$ cat config.mk
export PLATFORM = sky130hd
export DESIGN_NAME = rom_fetch_ctrl_flat
export DESIGN_NICKNAME = d
export VERILOG_FILES = /design/src/rtl/rom_fetch_ctrl_pkg.sv /design/src/rtl/rom_fetch_ctrl_if.sv /design/src/rtl/rom_fetch_ctrl_decrypt.sv /design/src/rtl/rom_fetch_ctrl.sv /design/src/flat_wrapper.sv
export SDC_FILE = /design/constraint.sdc
export NUM_CORES = 1
export LEC_CHECK = 0
export CELL_PAD_IN_SITES_DETAIL_PLACEMENT = 1
export CELL_PAD_IN_SITES_GLOBAL_PLACEMENT = 1
export CORE_MARGIN = 5
export CORE_UTILIZATION = 43
export CTS_CLUSTER_DIAMETER = 50
export DETAILED_ROUTE_END_ITERATION = 10
export GPL_TIMING_DRIVEN = 0
export PLACE_DENSITY = 0.9
export RECOVER_POWER = 25
export SYNTH_ARGS = -nofsm -noshare
export SYNTH_HDL_FRONTEND = slang
export SYNTH_SLANG_ARGS = --single-unit
$ cat constraint.sdc
create_clock -name clk_sys -period 3.96 [get_ports clk_sys]
set_input_delay 0.792 -clock clk_sys [delete_from_list [all_inputs] [get_ports clk_sys]]
set_output_delay 0.792 -clock clk_sys [all_outputs]
set_load 0.05 [all_outputs]
$ cat src/rtl/rom_fetch_ctrl_pkg.sv
// Shared types and constants for the main-CPU program-ROM fetch controller.
package rom_fetch_pkg;

   typedef enum logic [1:0] {
      IDLE,
      ISSUE,
      WAIT,
      DONE
   } state_t;

   localparam logic [7:0] ENC_PLAIN      = 8'd0;
   localparam logic [7:0] ENC_FREEZE     = 8'd1;
   localparam logic [7:0] ENC_FREEZE_ALT = 8'd2;

   // Byte returned when the ROM never answers.
   localparam logic [7:0] ROM_FILL = 8'hFF;

endpackage

$ cat src/rtl/rom_fetch_ctrl_if.sv
// Shared ROM port: level request with registered address, one-cycle ack strobe with data.
interface rom_fetch_ctrl_if;

   logic        rom_req;
   logic [15:0] rom_addr;
   logic        rom_ack;
   logic [7:0]  rom_data;

   modport master (
      output rom_req,
      output rom_addr,
      input  rom_ack,
      input  rom_data
   );

   modport slave (
      input  rom_req,
      input  rom_addr,
      output rom_ack,
      output rom_data
   );

endinterface

$ cat src/rtl/rom_fetch_ctrl_decrypt.sv
// Combinational opcode decrypt unit: bit permutation with address-dependent edge bits.
module rom_fetch_ctrl_decrypt
   import rom_fetch_pkg::*;
(
   input  logic [7:0]  mode,
   input  logic [7:0]  raw,
   input  logic [15:0] addr,
   output logic [7:0]  dout
);

   logic       b7;
   logic       b0;
   logic [7:0] perm;
   logic       unused_addr;

   // Address bits 13 and 2 select which end bits swap and whether they invert.
   always_comb begin
      b7 = ~raw[7];
      b0 = ~raw[0];
      if (addr[13]) begin
         if (addr[2]) begin
            b7 = raw[0];
            b0 = raw[7];
         end else begin
            b7 = ~raw[0];
            b0 = ~raw[7];
         end
      end
   end

   assign perm = {b7, raw[2], raw[5], raw[1], raw[3], raw[6], raw[4], b0};
   assign dout = (mode == ENC_FREEZE || mode == ENC_FREEZE_ALT) ? perm : raw;

   assign unused_addr = ^{addr[15:14], addr[12:3], addr[1:0]};

endmodule

$ cat src/rtl/rom_fetch_ctrl.sv
// Serialises CPU program-ROM reads onto the shared ROM port, with M1 decryption and a one-entry cache.
module rom_fetch_ctrl
   import rom_fetch_pkg::*;
#(
   parameter logic [7:0] ENC_DEFAULT = 8'd0,
   parameter int         TIMEOUT     = 255,
   parameter bit         CACHE_EN    = 1'b1
) (
   input  logic             clk_sys,
   input  logic             reset,
   input  logic             cfg_wr,
   input  logic [7:0]       cfg_data,
   input  logic             cpu_rd,
   input  logic             cpu_m1,
   input  logic [15:0]      cpu_addr,
   output logic [7:0]       cpu_din,
   output logic             cpu_wait,
   rom_fetch_ctrl_if.master rom,
   output logic [7:0]       enc_mode,
   output logic             err
);

   localparam int            CW       = (TIMEOUT > 1) ? $clog2(TIMEOUT) : 1;
   localparam logic [CW-1:0] CNT_LAST = CW'(TIMEOUT - 1);

   state_t        state;
   state_t        state_next;

   logic [15:0]   addr_q;
   logic          m1_q;
   logic          data_valid;
   logic          cache_valid;
   logic [15:0]   cache_tag;
   logic [7:0]    cache_data;
   logic          pend_valid;
   logic [7:0]    pend_data;
   logic [CW-1:0] tmo_cnt;

   logic          cache_hit;
   logic          timed_out;
   logic          idle_quiet;
   logic          idle_entry;
   logic [7:0]    dec_raw;
   logic [15:0]   dec_addr;
   logic          dec_m1;
   logic [7:0]    dec_out;
   logic [7:0]    dec_byte;

   assign cache_hit  = CACHE_EN && cache_valid && (cpu_addr == cache_tag);
   assign timed_out  = (tmo_cnt == CNT_LAST);
   assign idle_quiet = (state == IDLE) && !cpu_rd;
   assign idle_entry = (state == DONE) && !cpu_rd;
   assign cpu_wait   = cpu_rd & ~data_valid;

   rom_fetch_ctrl_decrypt u_decrypt (
      .mode (enc_mode),
      .raw  (dec_raw),
      .addr (dec_addr),
      .dout (dec_out)
   );

   // The decrypt unit sees the cached byte on a hit and the ROM byte (or fill) on completion.
   assign dec_byte = dec_m1 ? dec_out : dec_raw;

   always_ff @(posedge clk_sys) begin
      if (reset) begin
         state <= IDLE;
      end else begin
         state <= state_next;
      end
   end

   always_comb begin
      state_next = state;
      dec_raw    = cache_data;
      dec_addr   = cpu_addr;
      dec_m1     = cpu_m1;
      case (state)
         IDLE: begin
            if (cpu_rd) begin
               state_next = cache_hit ? DONE : ISSUE;
            end
         end
         ISSUE: begin
            state_next = WAIT;
         end
         WAIT: begin
            dec_raw  = rom.rom_ack ? rom.rom_data : ROM_FILL;
            dec_addr = addr_q;
            dec_m1   = m1_q;
            if (rom.rom_ack || timed_out) begin
               state_next = DONE;
            end
         end
         DONE: begin
            if (!cpu_rd) begin
               state_next = IDLE;
            end
         end
         default: begin
            state_next = IDLE;
         end
      endcase
   end

   always_ff @(posedge clk_sys) begin
      if (reset) begin
         rom.rom_req  <= 1'b0;
         rom.rom_addr <= 16'h0000;
         cpu_din      <= ROM_FILL;
         data_valid   <= 1'b0;
         cache_valid  <= 1'b0;
         cache_tag    <= 16'h0000;
         cache_data   <= 8'h00;
         addr_q       <= 16'h0000;
         m1_q         <= 1'b0;
         enc_mode     <= ENC_DEFAULT;
         err          <= 1'b0;
         pend_valid   <= 1'b0;
         pend_data    <= 8'h00;
         tmo_cnt      <= '0;
      end else begin
         case (state)
            IDLE: begin
               if (cpu_rd) begin
                  addr_q <= cpu_addr;
                  m1_q   <= cpu_m1;
                  if (cache_hit) begin
                     cpu_din    <= dec_byte;
                     data_valid <= 1'b1;
                  end else begin
                     rom.rom_addr <= cpu_addr;
                  end
               end
            end
            ISSUE: begin
               rom.rom_req <= 1'b1;
               tmo_cnt     <= '0;
            end
            WAIT: begin
               if (rom.rom_ack) begin
                  cache_tag   <= addr_q;
                  cache_data  <= rom.rom_data;
                  cache_valid <= 1'b1;
                  rom.rom_req <= 1'b0;
                  cpu_din     <= dec_byte;
                  data_valid  <= cpu_rd;
               end else if (timed_out) begin
                  err         <= 1'b1;
                  rom.rom_req <= 1'b0;
                  cpu_din     <= dec_byte;
                  data_valid  <= cpu_rd;
               end else begin
                  tmo_cnt <= tmo_cnt + CW'(1);
               end
            end
            DONE: begin
               if (!cpu_rd) begin
                  data_valid <= 1'b0;
               end
            end
            default: begin
            end
         endcase

         // Mode changes take effect only between reads, and always flush the cache.
         if (cfg_wr && idle_quiet) begin
            enc_mode    <= cfg_data;
            cache_valid <= 1'b0;
         end else if (idle_entry && (cfg_wr || pend_valid)) begin
            enc_mode    <= cfg_wr ? cfg_data : pend_data;
            cache_valid <= 1'b0;
            pend_valid  <= 1'b0;
         end else if (cfg_wr) begin
            pend_valid <= 1'b1;
            pend_data  <= cfg_data;
         end
      end
   end

endmodule

$ cat src/flat_wrapper.sv
// flat-port wrapper written by rule: the top's interface ports become plain ports
module rom_fetch_ctrl_flat import rom_fetch_pkg::*;
#(
   parameter logic [7:0] ENC_DEFAULT = 8'd0,
   parameter int         TIMEOUT     = 255,
   parameter bit         CACHE_EN    = 1'b1
)
  (clk_sys, reset, cfg_wr, cfg_data, cpu_rd, cpu_m1, cpu_addr, cpu_din, cpu_wait, enc_mode, err, rom_rom_req, rom_rom_addr, rom_rom_ack, rom_rom_data);
  rom_fetch_ctrl_if rom_i ();
  input  logic clk_sys;
  input  logic reset;
  input  logic cfg_wr;
  input  logic [7:0] cfg_data;
  input  logic cpu_rd;
  input  logic cpu_m1;
  input  logic [15:0] cpu_addr;
  output logic [7:0] cpu_din;
  output logic cpu_wait;
  output logic [7:0] enc_mode;
  output logic err;
  output wire logic [$bits(rom_i.rom_req)-1:0] rom_rom_req;
  output wire logic [$bits(rom_i.rom_addr)-1:0] rom_rom_addr;
  input wire logic [$bits(rom_i.rom_ack)-1:0] rom_rom_ack;
  input wire logic [$bits(rom_i.rom_data)-1:0] rom_rom_data;
  assign rom_rom_req = rom_i.rom_req;
  assign rom_rom_addr = rom_i.rom_addr;
  assign rom_i.rom_ack = rom_rom_ack;
  assign rom_i.rom_data = rom_rom_data;
  rom_fetch_ctrl #(.ENC_DEFAULT(ENC_DEFAULT), .TIMEOUT(TIMEOUT), .CACHE_EN(CACHE_EN)) u_core (.clk_sys(clk_sys), .reset(reset), .cfg_wr(cfg_wr), .cfg_data(cfg_data), .cpu_rd(cpu_rd), .cpu_m1(cpu_m1), .cpu_addr(cpu_addr), .cpu_din(cpu_din), .cpu_wait(cpu_wait), .rom(rom_i), .enc_mode(enc_mode), .err(err));
endmodule
==> results.md <==
Drt:
- Using the TritonRoute via totals, the vias-per-cell ratio works out to 5.32.
- In this run the top signal layer used is met4.
- The first-pass iteration count of the detailed router is 4.
- The count of nets left with antenna violations once routing finished came out at 0.
- In this run, the number of DRC markers left after iteration 0 of detailed routing was 216.
- The per-cell routed wire length is 17.8 µm.
- The met2 wirelength from detailed routing is 7100 µm.
- The wire length the detailed router placed on met1 is 5350 µm.
- Summing over every cut layer, the via total after detailed routing is 3,923.
- The met3 wirelength from detailed routing is 486 µm.
- For this block, the routed nets add up to 13,200 µm of wire.
- For this run, design rule violations remaining after detail routing come to 0.

Logic synthesis:
- Synthesis produced a netlist whose cell count is 516.
- In this run the mean area of a mapped cell was 8.67 µm².
- The share of synthesized area occupied by flip-flops and latches is 43.0%.
- During synthesis, Yosys emitted a total of 0 warnings.
- The net count after synthesis is 560.
- The number of storage elements in the synthesis netlist is 96.
- The cell area that synthesis handed to floorplanning was 4470 µm².
- The count of unique library cells instantiated by Yosys is 51.

Place:
- At the end of routability-driven placement, the weighted congestion stood at 0.836.
- The wire-length estimate of the detail-placed layout is 9870 µm.
- The number of buffer cells added on primary ports is 70.

Run status:
- The run finished with clean final reports.

Die:
- The floorplan step defined a die boundary enclosing 12,500 µm².
- Once the floorplan was initialized, standard cells occupied 43.7% of the core.
- The die span in y is 112 µm.
- From left edge to right edge, the die measures 112 µm.
- The count of standard-cell rows is 37.
- The floorplan core area is 10,200 µm².
- In this run the count of I/O pins placed on the die edge is 73.

Setup path:
- The signal on the critical path passes through buf_2 -> nor2b_1 -> clkdlybuf4s50_1.
- The critical-path cell with the highest stage delay is clkdlybuf4s50_1.
- The worst register-to-register path begins at u_core.state[0]$_SDFFE_PP0P_.
- The type of the setup path with the least slack is in -> out.
- The flop-to-flop setup slack is 1.35 ns.
- The count of cells along the worst register-to-register path is 8.
- The cell family contributing the most delay on the critical path is buffers and inverters.
- The worst setup path is launched from a primary input.
- The worst path required time is 3.17 ns.
- STA puts the critical path data arrival time at 1.98 ns.
- The biggest cell delay along the critical path is 0.83 ns.
- STA classifies the critical path endpoint as an output port.
- The endpoint identified for the worst register-to-register timing path is u_core.enc_mode[6]$_SDFFE_PP0N_.
- The count of buffer and inverter cells on the critical path is 2.
- The peak fanout along the critical path is 8.

Global routing:
- Entering global routing, the biggest net connects 18 pins.
- The number of global-route vias before repair is 4,431.
- The first global-routing pass estimated 21,600 µm of wire.
- The aggregate global routing overflow is 0.
- The initial antenna violation count is 0.
- The global router's overall resource usage is 21.1%.

Clock network:
- The clock tree synthesis step divided the H-tree into 3 levels.
- In this run, post-CTS repair resized a total of 0 instances.
- Post-CTS timing repair inserted 0 buffers for setup.
- Counting along the longest clock path gives a buffer depth of 2.
- TritonCTS built the clock tree.
- The clock net in this run drives a total of 96 sinks.
- The clock input transition at the sequential cells of the worst setup and hold paths is 0.10 ns.
- After clock tree synthesis, the flow added hold-fix buffers numbering 0.
- In this run, CTS created clock tree buffers numbering 9.
- The root buffer cell chosen for the clock tree is clkbuf_8.
- The clock reaches the later pin of the worst-skew pair after 0.38 ns.

Cells and area:
- After filler insertion, the fill cell instance count of the layout stands at 1,218.
- Cells with a size suffix above 1 make up 5.48% of the layout.
- Leaving out fill and tap cells, the most frequent cells in the layout are 96 x dfxtp_1, 91 x nand2_1, 68 x clkdlybuf4s50_1, 51 x a21oi_1, 49 x nor2_1.
- The final-stage net count is 641.
- The most frequent standard cell in the layout excluding fill and tap cells is dfxtp_1.
- The antenna diode instance count is 0.
- The signed area change from the synthesized netlist to the final layout is 23.9%.

Worst hold path:
- The worst hold path was traced through 2 stages.
- The startpoint identified for the worst hold timing path is u_core.addr_q[12]$_SDFFE_PP0P_.
- The path category of the worst min-delay check is reg -> reg.
- The worst-case hold path end point is u_core.cache_tag[12]$_SDFFE_PP0P_.

Timing:
- The worst pin sits at a relative slew slack of 50.4%.
- Hold timing on the final database bottoms out at a slack of 0.462 ns.
- The worst setup skew after layout is 0.0179 ns.
- Setup repair after global routing left no endpoint under its margin.
- At the pin with the least slew margin, the transition time is 0.744 ns.
- In the final timing run, aggregate negative setup slack is 0 ns.
- The number of slew-limit violations in the final report is 0.
- The count of endpoints failing setup in the final report is 0.
- The peak clock frequency supported by timing is 0.360 GHz.
- In the finished design, the share of the clock period the worst path needs comes to 70.1%.
- The final count of hold timing violations is 0.
- The final critical delay including setup and external delays is 2.78 ns.

Power and ir drop:
- The static power due to leakage is 2.06 nW.
- In this run the power density over the cells is 610 nW/µm².
- The worst-case IR drop observed on VDD is 0.278 mV.

Job:
- Across the run, the number of max-cap violations was 0.
per-layer routing:
layer / up-vias / global-route usage [%]
li1: 1884 / -
met1: 1943 / 23.8
met2: 74 / 39.9
met3: 22 / 3.80
met4: 0 / 6.73
met5: - / 0
final cells by class:
class | instances | area (µm²) | area share [%]
clock inverters | 7 | 103 | 1.85
inverters | 8 | 30.0 | 0.542
plain buffers | 33 | 143 | 2.57
multi-input cells | 379 | 2350 | 42.4
well taps | 136 | 170 | 3.07
repair buffers | 70 | 701 | 12.6
clock buffers | 9 | 124 | 2.24
flip-flops and latches | 96 | 1920 | 34.7
worst max path at each step:
stage,cells after the start,to,slack (ns),from
2_1_floorplan,2,cpu_wait,1.47,cpu_rd
3_3_place_gp,3,cpu_wait,1.17,cpu_rd
3_5_place_dp,3,cpu_wait,1.13,cpu_rd
4_1_cts,3,cpu_wait,1.13,cpu_rd
5_1_grt,7,u_core.cache_data[2]$_SDFFE_PP0P_,1.07,rom_rom_ack
6_report,3,cpu_wait,1.18,cpu_rd
where the power goes:
part / internal [mW] / switching (mW)
combinational: 0.493 / 0.918
sequential: 1.12 / 0.111
clock: 0.362 / 0.373
total: 1.98 / 1.40
stage by stage:
stage	util [%]	std cells	cell area (µm²)	setup WS (ns)	power, mW
finish	54.2	738	5540	1.18	3.38
global route	54.2	738	5540	1.07	3.55
CTS	54.4	738	5570	1.13	3.42
detailed placement	52.2	722	5340	1.13	2.67
global placement	52.2	722	5340	1.17	2.60
floorplan	-	516	4470	1.47	2.22
state kept, by name (all words and copies together), names as in the netlist:
| register | count |
|---|---|
| u_core.pend_valid | 1 |
| u_core.rom.rom_addr | 16 |
| u_core.cache_tag | 16 |
| u_core.data_valid | 1 |
| u_core.pend_data | 8 |
| u_core.m1_q | 1 |
| u_core.cache_valid | 1 |
| u_core.enc_mode | 8 |
| u_core.err | 1 |
| u_core.state | 2 |
| u_core.tmo_cnt | 8 |
| u_core.rom.rom_req | 1 |
| u_core.addr_q | 16 |
| u_core.cache_data | 8 |
| u_core.cpu_din | 8 |
cells by family after synthesis:
logic type	after synthesis	synth area share [%]
AO/OA/AOI/OAI	87	12.3
XOR/XNOR	25	4.90
adder cells (fa/ha/maj)	6	1.68
buffers and inverters	41	4.11
flip-flops	96	43.0
multiplexers	47	10.6
AND/OR/NAND/NOR	214	23.5
cell usage after synthesis, drive strengths merged:
master	number	area (µm²)
a2111o	1	11.3
a2111oi	2	17.5
a211oi	12	103
a21oi	52	275
a311oi	1	8.76
a31oi	2	12.5
and2	5	31.3
and2b	1	7.51
and3b	1	8.76
buf	13	78.8
clkbuf	20	75.1
dfxtp	96	1920
ha	6	75.1
inv	8	30.0
mux2	2	22.5
mux2i	45	450
nand2	91	342
nand2b	33	206
nand3	4	20.0
nand3b	4	30.0
nand4	4	46.3
nor2	50	195
nor2b	4	25.0
nor3	5	41.3
nor3b	2	15.0
nor4	3	33.8
o2111ai	2	17.5
o211ai	2	28.8
o21a	2	16.3
o21ai	10	50.1
o31ai	1	7.51
or2	1	6.26
or2b	3	22.5
or3	2	12.5
or3b	1	8.76
xnor2	19	166
xor2	6	52.6
worst reg2reg max path, cell delays in order, from the launching register on:
cell and delay, ns:
dfxtp_1 0.36, inv_1 0.10, ha_1 0.15, clkbuf_1 0.37, o21ai_0 0.16, a21oi_1 0.61, clkbuf_1 0.47, nor2_1 0.08
a211oi_1 0.24
(Power assumes the default switching activity.)
